==> config.mk <==
export PLATFORM = sky130hd
export DESIGN_NAME = split_data
export DESIGN_NICKNAME = d
export VERILOG_FILES = /design/src/rtl/daq_align_pkg.sv /design/src/rtl/split_data_be_decode.sv /design/src/rtl/split_data.sv
export SDC_FILE = /design/constraint.sdc
export NUM_CORES = 1
export LEC_CHECK = 0
export CORE_MARGIN = 1
export CORE_UTILIZATION = 42
export CTS_BUF_LIST = sky130_fd_sc_hd__clkbuf_8
export CTS_CLUSTER_DIAMETER = 120
export DETAILED_ROUTE_END_ITERATION = 10
export PLACE_DENSITY = 0.7
export SLEW_MARGIN = 20
export SYNTH_ARGS = -nofsm -noshare
export SYNTH_HDL_FRONTEND = slang
export SYNTH_SLANG_ARGS = --single-unit
==> constraint.sdc <==
create_clock -name Clk -period 2.9 [get_ports Clk]
set_clock_uncertainty 0.2 [all_clocks]
set_input_delay 0.725 -clock Clk [delete_from_list [all_inputs] [get_ports Clk]]
set_output_delay 0.725 -clock Clk [all_outputs]
set_load 0.005 [all_outputs]
==> src/rtl/daq_align_pkg.sv <==
// Shared types for the aligned-word FIFO stage (writer-side aligner and reader-side splitter).
package daq_align_pkg;

  localparam int DATA_W = 32;
  localparam int WORDS  = 8;
  localparam int LEN_W  = 4;

  typedef logic [DATA_W-1:0] word_t;
  typedef logic [WORDS-1:0]  be_t;
  typedef word_t [WORDS-1:0] block_t;

  typedef enum logic {IDLE = 1'b0, SEND = 1'b1} split_state_e;

  typedef struct packed {
    logic [LEN_W-1:0] len;
    logic             zero;
    logic             non_thermo;
  } be_info_t;

  // (active_lanes + 1) * 2, the longest block the readout path is configured for
  function automatic logic [LEN_W-1:0] lanes_max(input logic [1:0] active_lanes);
    return {1'b0, active_lanes, 1'b0} + LEN_W'(2);
  endfunction

endpackage

==> src/rtl/split_data_be_decode.sv <==
// Word-enable decoder: block length from the highest set enable, plus zero / non-thermometer flags.
module be_decode
  import daq_align_pkg::*;
#(
  parameter int N = 8
) (
  input  logic [N-1:0] be,
  output be_info_t     info
);

  logic [N-1:0] mask;

  always_comb begin
    info = '0;
    mask = '0;
    for (int k = 0; k < N; k++)
      if (be[k]) info.len = LEN_W'(k + 1);
    // a well-formed enable is exactly the low len bits set
    for (int k = 0; k < N; k++)
      mask[k] = (k < int'(info.len));
    info.zero       = (be == '0);
    info.non_thermo = !info.zero && (be != mask);
  end

endmodule

==> src/rtl/split_data.sv <==
// Pops 8-word blocks from a first-word-fall-through store and replays them as a 32-bit stream.
module split_data
  import daq_align_pkg::*;
#(
  parameter int DATA_W = 32,
  parameter int WORDS  = 8,
  parameter int CNT_W  = 16
) (
  input  logic                    Clk,
  input  logic                    Reset_n,
  input  logic [1:0]              ActiveLanes,
  input  logic                    InEmpty,
  input  logic [DATA_W*WORDS-1:0] InData,
  input  logic [WORDS-1:0]        InBe,
  input  logic                    InEof,
  output logic                    InRead,
  output logic [DATA_W-1:0]       DataOut,
  output logic                    EofOut,
  output logic                    ValidOut,
  input  logic                    ReadyOut,
  input  logic                    ErrClear,
  output logic                    ErrBe,
  output logic                    ErrLen,
  output logic [CNT_W-1:0]        FrameCount
);

  localparam int SEL_W = $clog2(WORDS);

  logic [WORDS-1:0][DATA_W-1:0] in_words, buf_q;
  split_state_e                 state_q;
  logic                         eof_q, chk_len_q;
  logic [LEN_W-1:0]             idx_q, last_q, lanes_max_q;
  be_info_t                     be_info;
  logic                         accept, last_word, pop, be_err, len_err;

  genvar g;
  generate
    for (g = 0; g < WORDS; g++) begin : g_unpack
      assign in_words[g] = InData[g*DATA_W +: DATA_W];
    end
  endgenerate

  be_decode #(.N(WORDS)) u_be_decode (
    .be   (InBe),
    .info (be_info)
  );

  assign ValidOut  = (state_q == SEND);
  assign last_word = (idx_q == last_q);
  assign accept    = ValidOut & ReadyOut;
  // refill on the same edge the last word leaves, so blocks stream without a bubble
  assign pop       = !InEmpty & ((state_q == IDLE) | (accept & last_word));
  assign InRead    = pop;
  assign DataOut   = buf_q[idx_q[SEL_W-1:0]];
  assign EofOut    = ValidOut & eof_q & last_word;

  assign be_err  = pop & (be_info.zero | be_info.non_thermo);
  // length check runs the cycle after pop against the lane limit captured at pop
  assign len_err = chk_len_q & ((last_q + LEN_W'(1)) > lanes_max_q);

  always_ff @(posedge Clk or negedge Reset_n) begin
    if (!Reset_n) begin
      state_q     <= IDLE;
      buf_q       <= '0;
      eof_q       <= 1'b0;
      idx_q       <= '0;
      last_q      <= '0;
      lanes_max_q <= '0;
      chk_len_q   <= 1'b0;
      ErrBe       <= 1'b0;
      ErrLen      <= 1'b0;
      FrameCount  <= '0;
    end else begin
      chk_len_q <= 1'b0;
      if (accept && !last_word)
        idx_q <= idx_q + LEN_W'(1);
      if (pop) begin
        buf_q       <= in_words;
        eof_q       <= InEof;
        idx_q       <= '0;
        last_q      <= be_info.len - LEN_W'(1);
        lanes_max_q <= lanes_max(ActiveLanes);
        chk_len_q   <= !be_info.zero;
        // an all-zero enable carries nothing: drop it and stay idle
        state_q     <= be_info.zero ? IDLE : SEND;
      end else if (accept && last_word) begin
        state_q <= IDLE;
      end

      if (be_err)        ErrBe <= 1'b1;
      else if (ErrClear) ErrBe <= 1'b0;
      if (len_err)       ErrLen <= 1'b1;
      else if (ErrClear) ErrLen <= 1'b0;

      if (accept && EofOut)
        FrameCount <= FrameCount + CNT_W'(1);
    end
  end

endmodule

==> results of run 1 <==
placed cells by master, fill, tap and decap left out, drive strengths merged, types with 3 or more instances in the layout:
cell,Yosys,final
nor2,13,13
inv,13,31
nor4,4,4
nand3,8,8
a21oi,5,5
ha,9,9
and3,8,8
xor2,9,9
clkinv,1,7
mux2,262,262
o21ai,12,12
mux4,64,64
nand2,114,114
clkbuf,14,66
a31oi,3,3
nand4,6,6
buf,42,115
clkdlybuf4s50,0,289
nand2b,3,3
xnor2,14,14
nor3,3,3
dfrtp,288,288
power by group through the flow:
stage               Clock [uW]  Sequential, uW  Combinational [uW]
CTS                       3980            7070                8700
detailed placement           0            7110                8320
finish                    3870            7050                8770
floorplan                    0            6650                5180
global route              4180            7300                9490
global placement             0            7010                8210
metal layers:
layer	track usage	part of all wire	vias to the layer above	routed length, um
li1	-	-	4086	-
met1	0.2782	0.40	4530	14160
met4	0.05650	0.018	4	647
met5	0	0.00073	-	26
met3	0.07188	0.089	57	3174
met2	0.3916	0.50	295	17790
worst min-delay path by stage:
stage                     cells after the start      startpoint        endpoint
after floorplan                               0         Reset_n           ErrBe
after global placement                        1  FrameCount[15]  FrameCount[15]
after detailed placement                      1      buf_q[197]      buf_q[197]
after CTS                                     1      buf_q[245]      buf_q[245]
after global routing                          1        buf_q[1]        buf_q[1]
final                                         1  FrameCount[15]  FrameCount[15]
per-stage QoR:
step,power (uW),hold WS [ns]
5_1_grt,20970,0.2992
3_5_place_dp,15430,0.2754
6_report,19700,0.2768
2_1_floorplan,11830,0.2294
4_1_cts,19750,0.2878
3_3_place_gp,15220,0.2622
timing repair:
action                     CTS  global route
pin swaps                   39            14
setup endpoints to repair   34           116
hold endpoints to repair    42             0
gates cloned                 2             1
buffers inserted            24             8
hold buffers                 1             0
resized for setup          200            31
registers in the layout, summed over array words and instances, names as in the netlist:
register,flops
buf_q,256
FrameCount,16
idx_q,4
last_q,4
lanes_max_q,3
ErrBe,1
ErrLen,1
ValidOut,1
chk_len_q,1
eof_q,1
layout make-up:
type | instances | area (um^2)
multi-input cells | 552 | 5717
well taps | 396 | 495.5
clock buffers | 65 | 894.6
fillers | 2402 | 11930
repair buffers | 406 | 4193
inverters | 14 | 53.80
flip-flops and latches | 288 | 7216
clock inverters | 27 | 170.2
logic make-up after synthesis:
| kind of cell | Yosys count | share of synthesized area |
|---|---|---|
| adders and majority gates | 9 | 0.008575 |
| DFF | 288 | 0.5488 |
| muxes | 326 | 0.3344 |
| buffers and inverters | 70 | 0.02391 |
| xor gates and xnor gates | 23 | 0.01534 |
| and+or+nand+nor | 164 | 0.05421 |
| AOI/OAI and AO/OA | 30 | 0.01477 |
==> results.md, run 1 <==
- Routed wire length: 35800 um
- Pwr/cell area: 1051 mW/mm^2
- First-pass GRT wire length: 55290 um
- Crit-path cells: buf_12 -> buf_12 -> buf_6 -> mux4_2 -> nand2_1 -> nand2_1 -> buf_2
- Vias/cell: 5.133
- Critical Path End: DataOut[28]
- Levels on crit path: 7
- Non-filler cells, final: 1748
- Tot GR Track Use: 0.2284
- Number of max-cap violations: 0
- P_sw: 6367 uW
- Setup WS pre-CTS: -0.1588 ns
- Top-count cell post-synth: dfrtp_1
- Critical path's slowest cell: dfrtp_4
- Final setup viols: 34
- Iteration-0 DRC Markers: 336
- Min-delay worst type: reg -> reg
- H-tree depth: 2
- Reg2reg end: buf_q[68]
- CP required: 1.98 ns
- DR pass1 iterations: 7
- Max_slew headroom: 0.6636
- Slew @ Worst Pin: 0.5046 ns
- Count of cell types in the netlist: 37
- Die H: 178.8 um
- Final WS setup: -0.2465 ns
- Slew Viols, Final: 0
- I/O pins: 325
- TritonCTS clock tree: yes
- Layout cells sized above 1: 0.2618
- Root Buffer: clkbuf_8
- Post-Synthesis Cells: 910
- DR vias: 8972
- Die width: 178.8 um
- DRT antenna net count: 0
- Ratio of final minimum period to clock period: 1.085
- Post-route minimum period: 3.147 ns
- RSZ-0062 raised after global routing: true
- DRC Markers: 0
- Crit path max fanout: 7
- Worst stage delay on the critical path: 0.56 ns
- Nature of the critical path endpoint: output port
- Final hold vios: 0
- Combinational share of power: 0.445
- Cts bufs inserted: 51
- Commonest cells in the netlist: dfrtp_1 (288), mux2_1 (202), nand2_1 (114)
- CTS clk-pin slew, worst paths: 0.06 ns
- Mapped Area: 0.01313 mm^2
- Syn_area_per_cell: 14.43 um^2
- Post-synthesis sequential area ratio: 0.5488
- Port Buffers: 324
- Latest clock arrival within the worst-skew pair: 0.55 ns
- Floorplan row count: 64
- Clk pwr share: 0.197
- Synth Flop Type: dfrtp_1
- Worst VDD drop: 0.5051 mV
- Final net count: 1594
- Fin area: 0.01874 mm^2
- Synth area leader: dfrtp_1
- Grt ovf: 0
- Routability cong.: 0.8255
- Register bit total from synthesis: 288
- Switching Share: 0.3232
- Hpwl dp: 26080 um
- Main area contributors after synthesis: dfrtp_1 (55%), mux2_1 (17%), mux4_2 (11%)
- Arr. time, crit path: 2.22 ns
- Max Freq: 317.8 MHz
- Antenna Cells: 0
- Clock sink count: 288
- Die ar.: 0.03198 mm^2
- Critical path's top delay family: flip-flops
- Fin Setup TNS: -6.377 ns
- Sequential share of power: 0.358
- Initial antenna violation count: 2
- Internal power: 13330 uW
- Failing checks: setup timing
- Number of global-route vias before repair: 9804
- Clk buf depth: 3
- R2R Path Start: idx_q[0]
- Routed len/inst: 20.48 um
- Yosys warns: 0
- R2r setup slk: 0.08 ns
- Core Region: 0.03067 mm^2
- Setup CP Type: reg -> out
- Static Leak: 0.008241 uW
- Syn Nets: 1191
- Dpl cell area: 0.01726 mm^2
- Status: finished, violations left
- EDFF count, synth: 0
- FF-to-FF path depth: 10
- Setup crit start: idx_q[0]
- Largest net degree at the start of global routing: 83
- Final core occ: 0.6110
- Area growth syn-to-layout: 42.69%
- Buf+Inv Stages, Crit Path: 4
- Placed cell count: 1627
- Synth async-reset ratio: 1.000
- Crit path launch type: flip-flop
- Top cell type's share of synthesized area: 0.5488
- Starting density of the core: 0.4282
Power figures use the tool's default switching activity.
==> run 2: changes to the inputs <==
--- a/config.mk
+++ b/config.mk
@@ -7,7 +7,7 @@
 export LEC_CHECK = 0
 export CORE_MARGIN = 1
 export CORE_UTILIZATION = 42
-export CTS_BUF_LIST = sky130_fd_sc_hd__clkbuf_8
+export CTS_BUF_LIST = sky130_fd_sc_hd__clkbuf_2 sky130_fd_sc_hd__clkbuf_4 sky130_fd_sc_hd__clkbuf_8
 export CTS_CLUSTER_DIAMETER = 120
 export DETAILED_ROUTE_END_ITERATION = 10
 export PLACE_DENSITY = 0.7
==> run 2 against run 1 <==
Against the previous run:
- the flow still finishes with violations (setup timing)
- fmax grew 0.88%
- first-iteration DRC count is 4.8% lower
- worst setup slack better by 0.027 ns
- critical endpoint is now DataOut[25]
- highest routed layer unchanged
==> results.md, run 2 (synthesized netlist as in run 1, its figures left out) <==
- Routability cong.: 0.8255 (unchanged)
- Latest clock arrival within the worst-skew pair: 0.55 ns (about the same)
- Final setup viols: 33 (-2.9%)
- Flip-flop count of the largest register after layout: 256 (unchanged)
- P_sw: 6370 uW (about the same)
- Clk buf depth: 3 (unchanged)
- Die ar.: 0.03198 mm^2 (unchanged)
- Critical path's top delay family: flip-flops
- Final WS setup: -0.2191 ns (+0.02744 ns)
- Layout cells sized above 1: 0.2794 (+0.01754)
- Static Leak: 0.008214 uW (-0.32%)
- Die H: 178.8 um (unchanged)
- Clock sink count: 288 (unchanged)
- DR pass1 iterations: 6 (-1)
- Min-delay worst type: reg -> reg
- Worst stage delay on the critical path: 0.54 ns (-0.02 ns)
- Root Buffer: clkbuf_8
- Worst VDD drop: 0.5004 mV (-0.93%)
- Fin Setup TNS: -5.400 ns (+0.9774 ns)
- Floorplan row count: 64 (unchanged)
- Combinational share of power: 0.441 (-0.004)
- Final net count: 1595 (+0.063%)
- Pwr/cell area: 1060 mW/mm^2 (+0.87%)
- CP required: 1.98 ns (about the same)
- Crit path max fanout: 7 (unchanged)
- Sequential share of power: 0.354 (-0.004)
- Critical path's slowest cell: dfrtp_4
- Hpwl dp: 26080 um (unchanged)
- Max_slew headroom: 0.6559 (-0.007708)
- Buf+Inv Stages, Crit Path: 4 (unchanged)
- Largest net degree at the start of global routing: 83 (unchanged)
- Most common cell after layout, fill and taps aside: clkdlybuf4s50_1
- Initial antenna violation count: 2 (unchanged)
- Status: finished, violations left
- Final core occ: 0.6127 (+0.001673)
- Number of max-cap violations: 0 (unchanged)
- Ratio of final minimum period to clock period: 1.076 (-0.009463)
- Slew Viols, Final: 0 (unchanged)
- Port Buffers: 324 (unchanged)
- Area growth syn-to-layout: 43.08%
- Crit path launch type: flip-flop
- First-pass GRT wire length: 55410 um (+0.22%)
- Core Region: 0.03067 mm^2 (unchanged)
- Setup CP Type: reg -> out
- Grt ovf: 0 (unchanged)
- Worst-case hold slack: 0.2769 ns (+0.00002600 ns)
- Crit-path cells: buf_6 -> buf_12 -> buf_6 -> mux4_2 -> nand2_2 -> nand2_2 -> buf_2
- Internal power: 13550 uW (+1.7%)
- DRC Markers: 0 (unchanged)
- Commonest non-fill, non-tap cells in the layout: clkdlybuf4s50_1 (289), dfrtp_1 (285), mux2_1 (202)
- Top reg by flops: buf_q
- Starting density of the core: 0.4282 (unchanged)
- Switching Share: 0.3197 (-0.003517)
- Nature of the critical path endpoint: output port
- Power after layout: 19920 uW (+1.1%)
- Number of global-route vias before repair: 9840 (+0.37%)
- H-tree depth: 2 (unchanged)
- Die width: 178.8 um (unchanged)
- Routed wire length: 35610 um (-0.54%)
- CTS clk-pin slew, worst paths: 0.06 ns (about the same)
- Slew @ Worst Pin: 0.5161 ns (+0.01156 ns)
- Routed len/inst: 20.36 um (-0.60%)
- DRT antenna net count: 0 (unchanged)
- Iteration-0 DRC Markers: 320 (-4.8%)
- I/O pins: 325 (unchanged)
- Failing checks: setup timing
- Post-route minimum period: 3.119 ns (-0.02744 ns)
- Clk pwr share: 0.205 (+0.008)
- RSZ-0062 raised after global routing: true
- Cts bufs inserted: 51 (unchanged)
- Arr. time, crit path: 2.19 ns (-0.03 ns)
- Antenna Cells: 0 (unchanged)
- Tot GR Track Use: 0.2288 (+0.0003937)
- DR vias: 8969 (-0.033%)
- Top Registers: buf_q: 256 flops, FrameCount: 16 flops
- TritonCTS clock tree: yes
- Setup WS pre-CTS: -0.1588 ns (unchanged)
- Final hold vios: 0 (unchanged)
- Max Freq: 320.6 MHz (+0.88%)
- Vias/cell: 5.128 (about the same)
==> run 2: path summary, 6_finish.rpt <==
path,slack (ns),to,cells past startpoint,startpoint
min in group asynchronous,0.49,FrameCount[15],2,Reset_n
setup reg to reg,0.09,buf_q[67],11,idx_q[0]
max in group asynchronous,1.22,buf_q[169],4,Reset_n
hold reg to reg,0.28,FrameCount[15],1,FrameCount[15]
hold / removal,0.28,FrameCount[15],1,FrameCount[15]
setup / recovery,-0.22,DataOut[25],7,idx_q[0]
==> run 2: routing by layer <==
| metal | GRT usage | vias up | wire, um | part of all wire |
|---|---|---|---|---|
| met5 | 0 | - | 26 | 0.00073 |
| met3 | 0.07188 | 57 | 3154 | 0.089 |
| met4 | 0.05650 | 4 | 634 | 0.018 |
| li1 | - | 4086 | - | - |
| met1 | 0.2774 | 4534 | 13990 | 0.39 |
| met2 | 0.3938 | 288 | 17800 | 0.50 |
==> run 2: power groups by stage <==
stage | registers, uW | logic (uW) | clock network [uW]
finish | 7050 | 8790 | 4090
global route | 7290 | 9510 | 4390
CTS | 7070 | 8730 | 4190
detailed placement | 7110 | 8320 | 0
global placement | 7010 | 8210 | 0
floorplan | 6650 | 5180 | 0
==> run 2: area by class of cell <==
cell class / count / area [um^2]
fill: 2399 / 11880
timing repair buffer: 407 / 4165
clock inverter: 10 / 106.4
sequential: 288 / 7216
tap: 396 / 495.5
multi-input combinational: 552 / 5732
inverter: 14 / 53.80
clock buffer: 82 / 1022
==> run 2: worst reg2reg max path: stages (launching register included) <==
cell,delay [ns]
dfrtp_4,0.54
buf_6,0.15
xor2_2,0.19
nor4_4,0.06
buf_6,0.14
a31oi_4,0.18
buf_4,0.13
buf_4,0.09
buf_4,0.16
buf_12,0.24
buf_12,0.25
mux2_2,0.36
==> run 2: timing repair <==
item | 4_1_cts | 5_1_grt
buffers inserted | 26 | 8
gates resized for setup | 202 | 32
pin swaps | 44 | 16
endpoints found under the setup margin | 34 | 117
hold endpoints to repair | 42 | 0
gates cloned | 2 | 0
hold buffers | 1 | 0
==> run 2: metrics by stage <==
step | cell area, um^2 | std cells
floorplan | 13130 | 910
global placement | 17260 | 1627
detailed placement | 17260 | 1627
CTS | 18710 | 1746
global route | 18790 | 1749
finish | 18790 | 1749
